==> src/rtl/key_event_merger.sv <==
// Merges NUM_KEYS raw key lines into a debounced held-key bitmap and a queued
// stream of press/release events delivered over a valid/ready handshake.
module key_event_merger #(
    parameter int                  NUM_KEYS     = 16,
    parameter int                  IDX_W        = 6,
    parameter int                  DEBOUNCE_CNT = 500000,
    parameter int                  FIFO_DEPTH   = 8,
    parameter logic [NUM_KEYS-1:0] INVERT_MASK  = '0
) (
    input  logic                          clk,
    input  logic                          rst,
    input  logic [NUM_KEYS-1:0]           raw_keys,
    input  logic                          clr_overflow,
    output logic [NUM_KEYS-1:0]           key_state,
    output logic                          evt_valid,
    input  logic                          evt_ready,
    output logic [IDX_W-1:0]              evt_idx,
    output logic                          evt_press,
    output logic [$clog2(FIFO_DEPTH):0]   evt_count,
    output logic                          overflow
);

    localparam int CNT_W = $clog2(DEBOUNCE_CNT);
    localparam int PTR_W = $clog2(FIFO_DEPTH);

    typedef struct packed {
        logic [IDX_W-1:0] idx;
        logic             press;
    } evt_t;

    logic [NUM_KEYS-1:0] sync1_q, sync1_d, sync2_q, sync2_d;
    logic [NUM_KEYS-1:0] stable_q, stable_d, pend_q, pend_d, ptype_q, ptype_d;
    logic [NUM_KEYS-1:0] flip, wr_sel;
    logic [CNT_W-1:0]    cnt_q [NUM_KEYS];
    logic [CNT_W-1:0]    cnt_d [NUM_KEYS];
    logic [PTR_W-1:0]    wr_ptr_q, wr_ptr_d, rd_ptr_q, rd_ptr_d;
    logic [PTR_W:0]      count_q, count_d;
    logic                overflow_q, overflow_d;
    evt_t                mem_q [FIFO_DEPTH];
    evt_t                wr_evt, head;
    logic                push, pop, full, drop;

    // NOTE: every combinational output gets a default before any branch, so no latch is inferred.
    always_comb begin
        sync1_d  = raw_keys ^ INVERT_MASK;
        sync2_d  = sync1_q;
        stable_d = stable_q;
        flip     = '0;
        for (int i = 0; i < NUM_KEYS; i++) begin
            cnt_d[i] = '0;
            if (sync2_q[i] != stable_q[i]) begin
                if (cnt_q[i] == CNT_W'(DEBOUNCE_CNT - 1)) begin
                    flip[i]     = 1'b1;
                    stable_d[i] = sync2_q[i];
                end else begin
                    cnt_d[i] = cnt_q[i] + CNT_W'(1);
                end
            end
        end
    end

    always_comb begin
        full   = (count_q == (PTR_W+1)'(FIFO_DEPTH));
        wr_evt = '0;
        wr_sel = '0;
        // Descending scan so the lowest pending index is the one that sticks.
        for (int i = NUM_KEYS - 1; i >= 0; i--) begin
            if (pend_q[i]) begin
                wr_evt.idx   = IDX_W'(i);
                wr_evt.press = ptype_q[i];
                wr_sel       = '0;
                wr_sel[i]    = 1'b1;
            end
        end
        push = (|pend_q) && !full;
        pop  = (count_q != '0) && evt_ready;

        pend_d  = push ? (pend_q & ~wr_sel) : pend_q;
        ptype_d = ptype_q;
        drop    = 1'b0;
        // A flip on a key whose previous event is still unqueued cancels both.
        for (int i = 0; i < NUM_KEYS; i++) begin
            if (flip[i]) begin
                if (pend_d[i]) begin
                    pend_d[i] = 1'b0;
                    drop      = 1'b1;
                end else begin
                    pend_d[i]  = 1'b1;
                    ptype_d[i] = stable_d[i];
                end
            end
        end

        if (drop)              overflow_d = 1'b1;
        else if (clr_overflow) overflow_d = 1'b0;
        else                   overflow_d = overflow_q;

        wr_ptr_d = wr_ptr_q + PTR_W'(push);
        rd_ptr_d = rd_ptr_q + PTR_W'(pop);
        case ({push, pop})
            2'b10:   count_d = count_q + (PTR_W+1)'(1);
            2'b01:   count_d = count_q - (PTR_W+1)'(1);
            default: count_d = count_q;
        endcase
    end

    // NOTE: sequential state uses non-blocking assignments so all flops update from pre-edge values.
    always_ff @(posedge clk or posedge rst) begin
        if (rst) begin
            sync1_q    <= '0;
            sync2_q    <= '0;
            stable_q   <= '0;
            pend_q     <= '0;
            ptype_q    <= '0;
            wr_ptr_q   <= '0;
            rd_ptr_q   <= '0;
            count_q    <= '0;
            overflow_q <= 1'b0;
            for (int i = 0; i < NUM_KEYS; i++) cnt_q[i] <= '0;
        end else begin
            sync1_q    <= sync1_d;
            sync2_q    <= sync2_d;
            stable_q   <= stable_d;
            pend_q     <= pend_d;
            ptype_q    <= ptype_d;
            wr_ptr_q   <= wr_ptr_d;
            rd_ptr_q   <= rd_ptr_d;
            count_q    <= count_d;
            overflow_q <= overflow_d;
            for (int i = 0; i < NUM_KEYS; i++) cnt_q[i] <= cnt_d[i];
        end
    end

    // NOTE: queue storage is not reset; the head fields are masked while the queue is empty.
    always_ff @(posedge clk) begin
        if (push) mem_q[wr_ptr_q] <= wr_evt;
    end

    assign head      = mem_q[rd_ptr_q];
    assign evt_valid = (count_q != '0);
    assign evt_idx   = evt_valid ? head.idx : '0;
    assign evt_press = evt_valid ? head.press : 1'b0;
    assign evt_count = count_q;
    assign key_state = stable_q;
    assign overflow  = overflow_q;

endmodule

==> config.mk <==
export PLATFORM = sky130hd
export DESIGN_NAME = key_event_merger
export DESIGN_NICKNAME = d
export VERILOG_FILES = /design/src/rtl/key_event_merger.sv
export SDC_FILE = /design/constraint.sdc
export NUM_CORES = 1
export LEC_CHECK = 0
export ABC_CLOCK_PERIOD_IN_PS = 19900
export CORE_ASPECT_RATIO = 1.4
export CORE_UTILIZATION = 50
export DETAILED_ROUTE_END_ITERATION = 7
export PLACE_DENSITY_LB_ADDON = 0.3
export SYNTH_ARGS = -nofsm -noshare
export SYNTH_HDL_FRONTEND = slang
export SYNTH_SLANG_ARGS = --single-unit
==> constraint.sdc <==
create_clock -name clk -period 19.9 [get_ports clk]
set_input_delay 3.98 -clock clk [delete_from_list [all_inputs] [get_ports clk]]
set_output_delay 3.98 -clock clk [all_outputs]
set_load 0.02 [all_outputs]
==> flow_summary.json <==
{
  "crit_path_max_fanout": 11,
  "cts_sinks": 435,
  "numCtsBuffers": 43,
  "antenna_found_initial": 1,
  "grt_max_degree": 171,
  "ir_drop_uv": 61.02,
  "yosysTopAreaCell": "dfrtp_1",
  "rr_worst_depth": 11,
  "drt_first_pass_iters": 5,
  "ios": 49,
  "outcome": "completed",
  "synth.most_common_cell": "nor2_1",
  "rows": 87,
  "diodes": 0,
  "coreArea_sq_um": 40280,
  "gp_congestion": 0.8407,
  "synthArstFlopShare_pct": 90.80,
  "synthTopCellsByCount": "nor2_1, dfrtp_1, xor2_1",
  "start_kind": "flip-flop",
  "grt_pass1_wl_mm": 67.54,
  "worstSkewPairLatency_ps": 550,
  "p_leak_nw": 9.583,
  "maxCapViolations": 0,
  "slowest_stage": "dfrtp_1",
  "place_hpwl_mm": 27.15,
  "via_per_inst": 5.403,
  "synth_cell_types": 68,
  "critical_path_depth": 4,
  "cts_tree": "yes",
  "tns_ps": 0,
  "relSlewSlack_pct": 22.04,
  "cp_cell_sequence": "mux4_2 -> mux2i_1 -> nor2_1 -> clkdlybuf4s50_1",
  "ys_ff_latch": 435,
  "syn_inst": 1959,
  "hold_path_class": "flip-flop to flip-flop",
  "synth_flop_cell": "dfrtp_1",
  "ys_seq_area_share_pct": 54.28,
  "cts_max_path_buffers": 3,
  "synthesis.area_sq_um": 20420,
  "drt-total-wl_mm": 39.17,
  "root_buffer": "clkbuf_16",
  "yosysTopAreaCellShare_pct": 48.40,
  "clk_transition_reported_paths_ps": 70,
  "powerDensity_nw_per_um2": 83.24,
  "cts_max_level": 2,
  "synth_edf_count": 40,
  "cp.arrival_ps": 2690,
  "maxSlewViolCount": 0,
  "grt-ovfl-total": 0,
  "max_stage_delay_ps": 760,
  "area_growth_pct": 11.63,
  "rsz0062_at_grt": "false",
  "cp_top_family": "flip-flops",
  "die_y_um": 241.1,
  "die_area_sq_um": 41670,
  "holdPathStages": 0,
  "start_util_pct": 50.71,
  "wl_per_cell_um": 15.23,
  "ant_nets": 0,
  "finalPower_mw": 1.898,
  "setup_viol": 0,
  "required_ps": 15920,
  "grt_pass1_vias": 14235,
  "cts_setup_buffers": 0,
  "tightestPinTransition_ps": 1160,
  "hold_viol": 0,
  "num_vias": 13896,
  "cts.repair.resized": 0,
  "fin_nets": 2068,
  "crit_type": "flip-flop to output pin",
  "path_buf_inv": 1,
  "io_buffers": 46,
  "synth_area_per_cell_sq_um": 10.43,
  "hold_buffers": 0,
  "endpoint_kind": "output pin",
  "fmax_mhz": 149.9,
  "synthTopCellsByArea": "dfrtp_1, nor2_1, xor2_1, edfxtp_1, xnor2_1",
  "drt_iter0_markers": 811,
  "min_period_ps": 6672,
  "drive_above_1_share_pct": 6.428,
  "finalCritPeriodShare_pct": 33.53,
  "drc_errors": 0,
  "grt_usage_pct": 19.55,
  "die_x_um": 172.8,
  "skew_ps": 19.78,
  "synth_warnings": 0
}
cells in the final DEF, fill, tap and decap left out, types with 29 or more instances in the layout:
master             n
and3_1            37
edfxtp_1          40
nand3_1          108
mux2_2            29
nor2_1           409
xnor2_1          125
nor3_1            37
dfrtp_1          395
clkbuf_16         43
ha_1              40
nand2_1          139
clkdlybuf4s50_1   46
nand4_1           64
xor2_1           158
inv_1             65
power breakdown:
part           total (mW)  switching [mW]  internal, mW
Sequential          0.946          0.0331         0.913
Clock               0.826           0.337         0.489
Combinational       0.126          0.0706        0.0556
Total                1.90           0.441          1.46
flip-flops by register name, summed over array words and instances, names as in the netlist:
signal and flops:
overflow 1, sync1_q 16, rd_ptr_q 3, mem_q 40
ptype_q 16, wr_ptr_q 3, cnt_q 304, pend_q 16
evt_count 4, key_state 16, sync2_q 16
metrics by stage:
step	util, %	instance area (sq um)	std cells	hold WS [ps]	setup WS (ps)
after global placement	53.04	21360	2496	334.4	12710
after detailed placement	53.04	21360	2496	338.0	12640
after CTS	56.61	22800	2572	348.2	13160
after global routing	56.61	22800	2572	358.8	12860
final	56.61	22800	2572	343.0	13230
after floorplan	-	20430	1960	331.2	4937
path summary, 6_finish.rpt:
check	from	slack (ps)	to
min in group asynchronous	rst	4040	cnt_q[216]$_DFF_PP0_
max in group asynchronous	rst	13400	cnt_q[13]$_DFF_PP0_
worst max-delay path	rd_ptr_q[0]$_DFF_PP0_	13230	evt_idx[0]
worst max register to register	pend_q[8]$_DFF_PP0_	16870	evt_count[3]$_DFFE_PP0P_
worst min register to register	sync1_q[14]$_DFF_PP0_	340	sync2_q[14]$_DFF_PP0_
worst min-delay path	sync1_q[14]$_DFF_PP0_	340	sync2_q[14]$_DFF_PP0_
layer usage:
layer / routed length (um) / track usage, % / part of all wire [%] / up-vias
met4: 1111 / 7.160 / 2.8 / 0
li1: - / - / - / 6755
met3: 1390 / 2.725 / 3.5 / 73
met5: 0 / 0 / 0 / -
met2: 20000 / 35.51 / 51 / 223
met1: 16670 / 23.67 / 43 / 6845
worst register-to-register path, stage by stage (launching register included):
cell and delay (ps):
dfrtp_1 520, or4_4 620, nor2_1 210, a31oi_1 270
inv_1 150, ha_1 210, ha_1 250, a21o_1 160
a21oi_1 180, xnor2_1 140, nor2_1 70, xor2_1 140
logic make-up after synthesis:
| group | count (synthesis) | synth area share (%) |
|---|---|---|
| AOI/OAI and AO/OA | 74 | 2.261 |
| other | 1 | 0.01836 |
| DFF | 435 | 54.28 |
| buffers and inverters | 112 | 2.340 |
| muxes | 48 | 3.161 |
| and+or+nand+nor | 965 | 23.26 |
| xor gates and xnor gates | 283 | 12.14 |
| adders and majority gates | 41 | 2.548 |
final cells by class:
type	instances	area, sq um
Fill cell	3378	17480
Sequential cell	435	11090
Multi-Input combinational cell	1413	8865
Clock buffer	55	1191
Tap cell	534	668.1
Timing Repair Buffer	48	488.0
Inverter	66	255.2
Clock inverter	21	247.7
No activity file was read; power rests on OpenSTA's default activity.
==> RTL change: new RTL, same flow settings <==
Set the parameter `INVERT_MASK` to 1 (it was '0).
--- a/src/rtl/key_event_merger.sv
+++ b/src/rtl/key_event_merger.sv
@@ -5,7 +5,7 @@
     parameter int                  IDX_W        = 6,
     parameter int                  DEBOUNCE_CNT = 500000,
     parameter int                  FIFO_DEPTH   = 8,
-    parameter logic [NUM_KEYS-1:0] INVERT_MASK  = '0
+    parameter logic [NUM_KEYS-1:0] INVERT_MASK  = 1
 ) (
     input  logic                          clk,
     input  logic                          rst,
Behaviour: no difference found for any inputs over 4 cycles, from zero or initial values and one cycle with rst high; that may be too few to reach the edited logic, so the function may still have changed.
==> RTL change against the unedited design <==
Total power down 0.43%; register-to-register slack lost 40 ps; maximum frequency down 0.52%; wire length shrank 0.99%; die area decreased by 1.2%; largest cell class unchanged; worst setup slack worse by 35 ps; worst hold slack improved by 6.3 ps; clock skew fell by 9.3 ps; synthesized area fell by 1.2%; via count decreased by 1.8%; sequential cell count unchanged; sequential power hardly changed; critical path depth did not move; cell area is 0.99% lower.
==> RTL change: results (changes against the unedited design) <==
stage	metric	value	unit	change
power	leakagePower	9.56	nW	was 9.58 nW
drt	wl_met3	1280	um	was 1390 um
yosys	synth_xor_area_share	12.2	%	was 12.1%
place	gp_congestion	0.823		was 0.841
drt	wl_per_cell	15.3	um	was 15.2 um
final_layout	multi_input_area_share	38.4	%	was 38.9%
final_layout	drive_gt1_share	7.46	%	was 6.43%
yosys	ys_top_cells_by_area	dfrtp_1 (49%), nor2_1 (7.4%), xor2_1 (6.8%)		was dfrtp_1 (48%), nor2_1 (7.5%), xor2_1 (6.8%)
power	p_per_area	83.7	nW/um2	was 83.2 nW/um2
final_layout	seq_share	49.1	%	was 48.6%
yosys	synthAdderAreaFrac	2.58	%	was 2.55%
final_layout	inv_count	58		was 66
drt	wl_met1	16800	um	was 16700 um
critical_path	rr_worst_depth	6		was 11
yosys	muxShareOfSynthArea	3.04	%	was 3.16%
place	place_area	21100	um2	was 21400 um2
critical_path	worstPathArrival	2730	ps	was 2690 ps
global_route	met2_usage	34.9	%	was 35.5%
run_status	status	finished clean		unchanged
final_layout	nonClkBufAreaFrac	2.26	%	was 2.14%
sta	skew	10.5	ps	was 19.8 ps
final_layout	num-clock-buffers	61		was 55
power	p_sw	0.000443	W	was 0.000441 W
power	power.share.sequential	50.0	%	was 49.8%
global_route	gr-usage-met1	25.1	%	was 23.7%
critical_path	crit_path_end	evt_idx[2]		was evt_idx[0]
yosys	synth_compound_area_share	2.32	%	was 2.26%
final_layout	multi_input_cells	1388		was 1413
global_route	grt_pass1_wl	66000	um	was 67500 um
drt	vias	13600		was 13900
critical_path	critPathTopFamily	multiplexers		was flip-flops
worst_hold_path	worstHoldStart	sync1_q[0]		was sync1_q[14]
global_route	grt_max_degree	191		was 171
final_layout	clkCellAreaFrac	6.34	%	was 6.31%
worst_hold_path	min_to	sync2_q[0]		was sync2_q[14]
global_route	antenna_found_initial	0		was 1
sta	worstMarginPinSlew	1150	ps	was 1160 ps
critical_path	worstReg2RegEnd	overflow		was evt_count[3]
critical_path	rrSetupSlack	16830	ps	was 16870 ps
yosys	yosysSeqAreaShare	54.9	%	was 54.3%
yosys	synthTopCellsByCount	nor2_1 (396), dfrtp_1 (395), xor2_1 (156)		was nor2_1 (409), dfrtp_1 (395), xor2_1 (158)
critical_path	reg2reg_from	pend_q[4]		was pend_q[8]
final_layout	nets	2038		was 2068
drt	initialDrtViolationCount	740		was 811
global_route	use_met3	2.69	%	was 2.73%
power	irDropWorstVdd	51.8	uV	was 61.0 uV
==> RTL change: cell types whose count changed after synthesis, moves of 4 or more <==
cell,delta
inv_1,-8
and4b_1,-4
buf_6,-4
nor2_1,-13
clkbuf_1,-11
nand2_1,+4
nor4bb_1,-6
or4b_2,+10
nand3b_1,-4
nor4b_1,-9
buf_2,+8
buf_4,+4
nor3_1,+6
nor3b_1,+7
==> RTL change: stage by stage <==
| step | setup slack (ps) | util [%] | std cells | hold WS [ps] |
|---|---|---|---|---|
| 3_5_place_dp | 13580 | 53.4 | 2460 | 336 |
| 3_3_place_gp | 13650 | 53.4 | 2460 | 333 |
| 5_1_grt | 13030 | 57.0 | 2539 | 352 |
| 2_1_floorplan | 4940 | - | 1924 | 331 |
| 4_1_cts | 13120 | 57.0 | 2539 | 351 |
| 6_report | 13190 | 57.0 | 2539 | 349 |
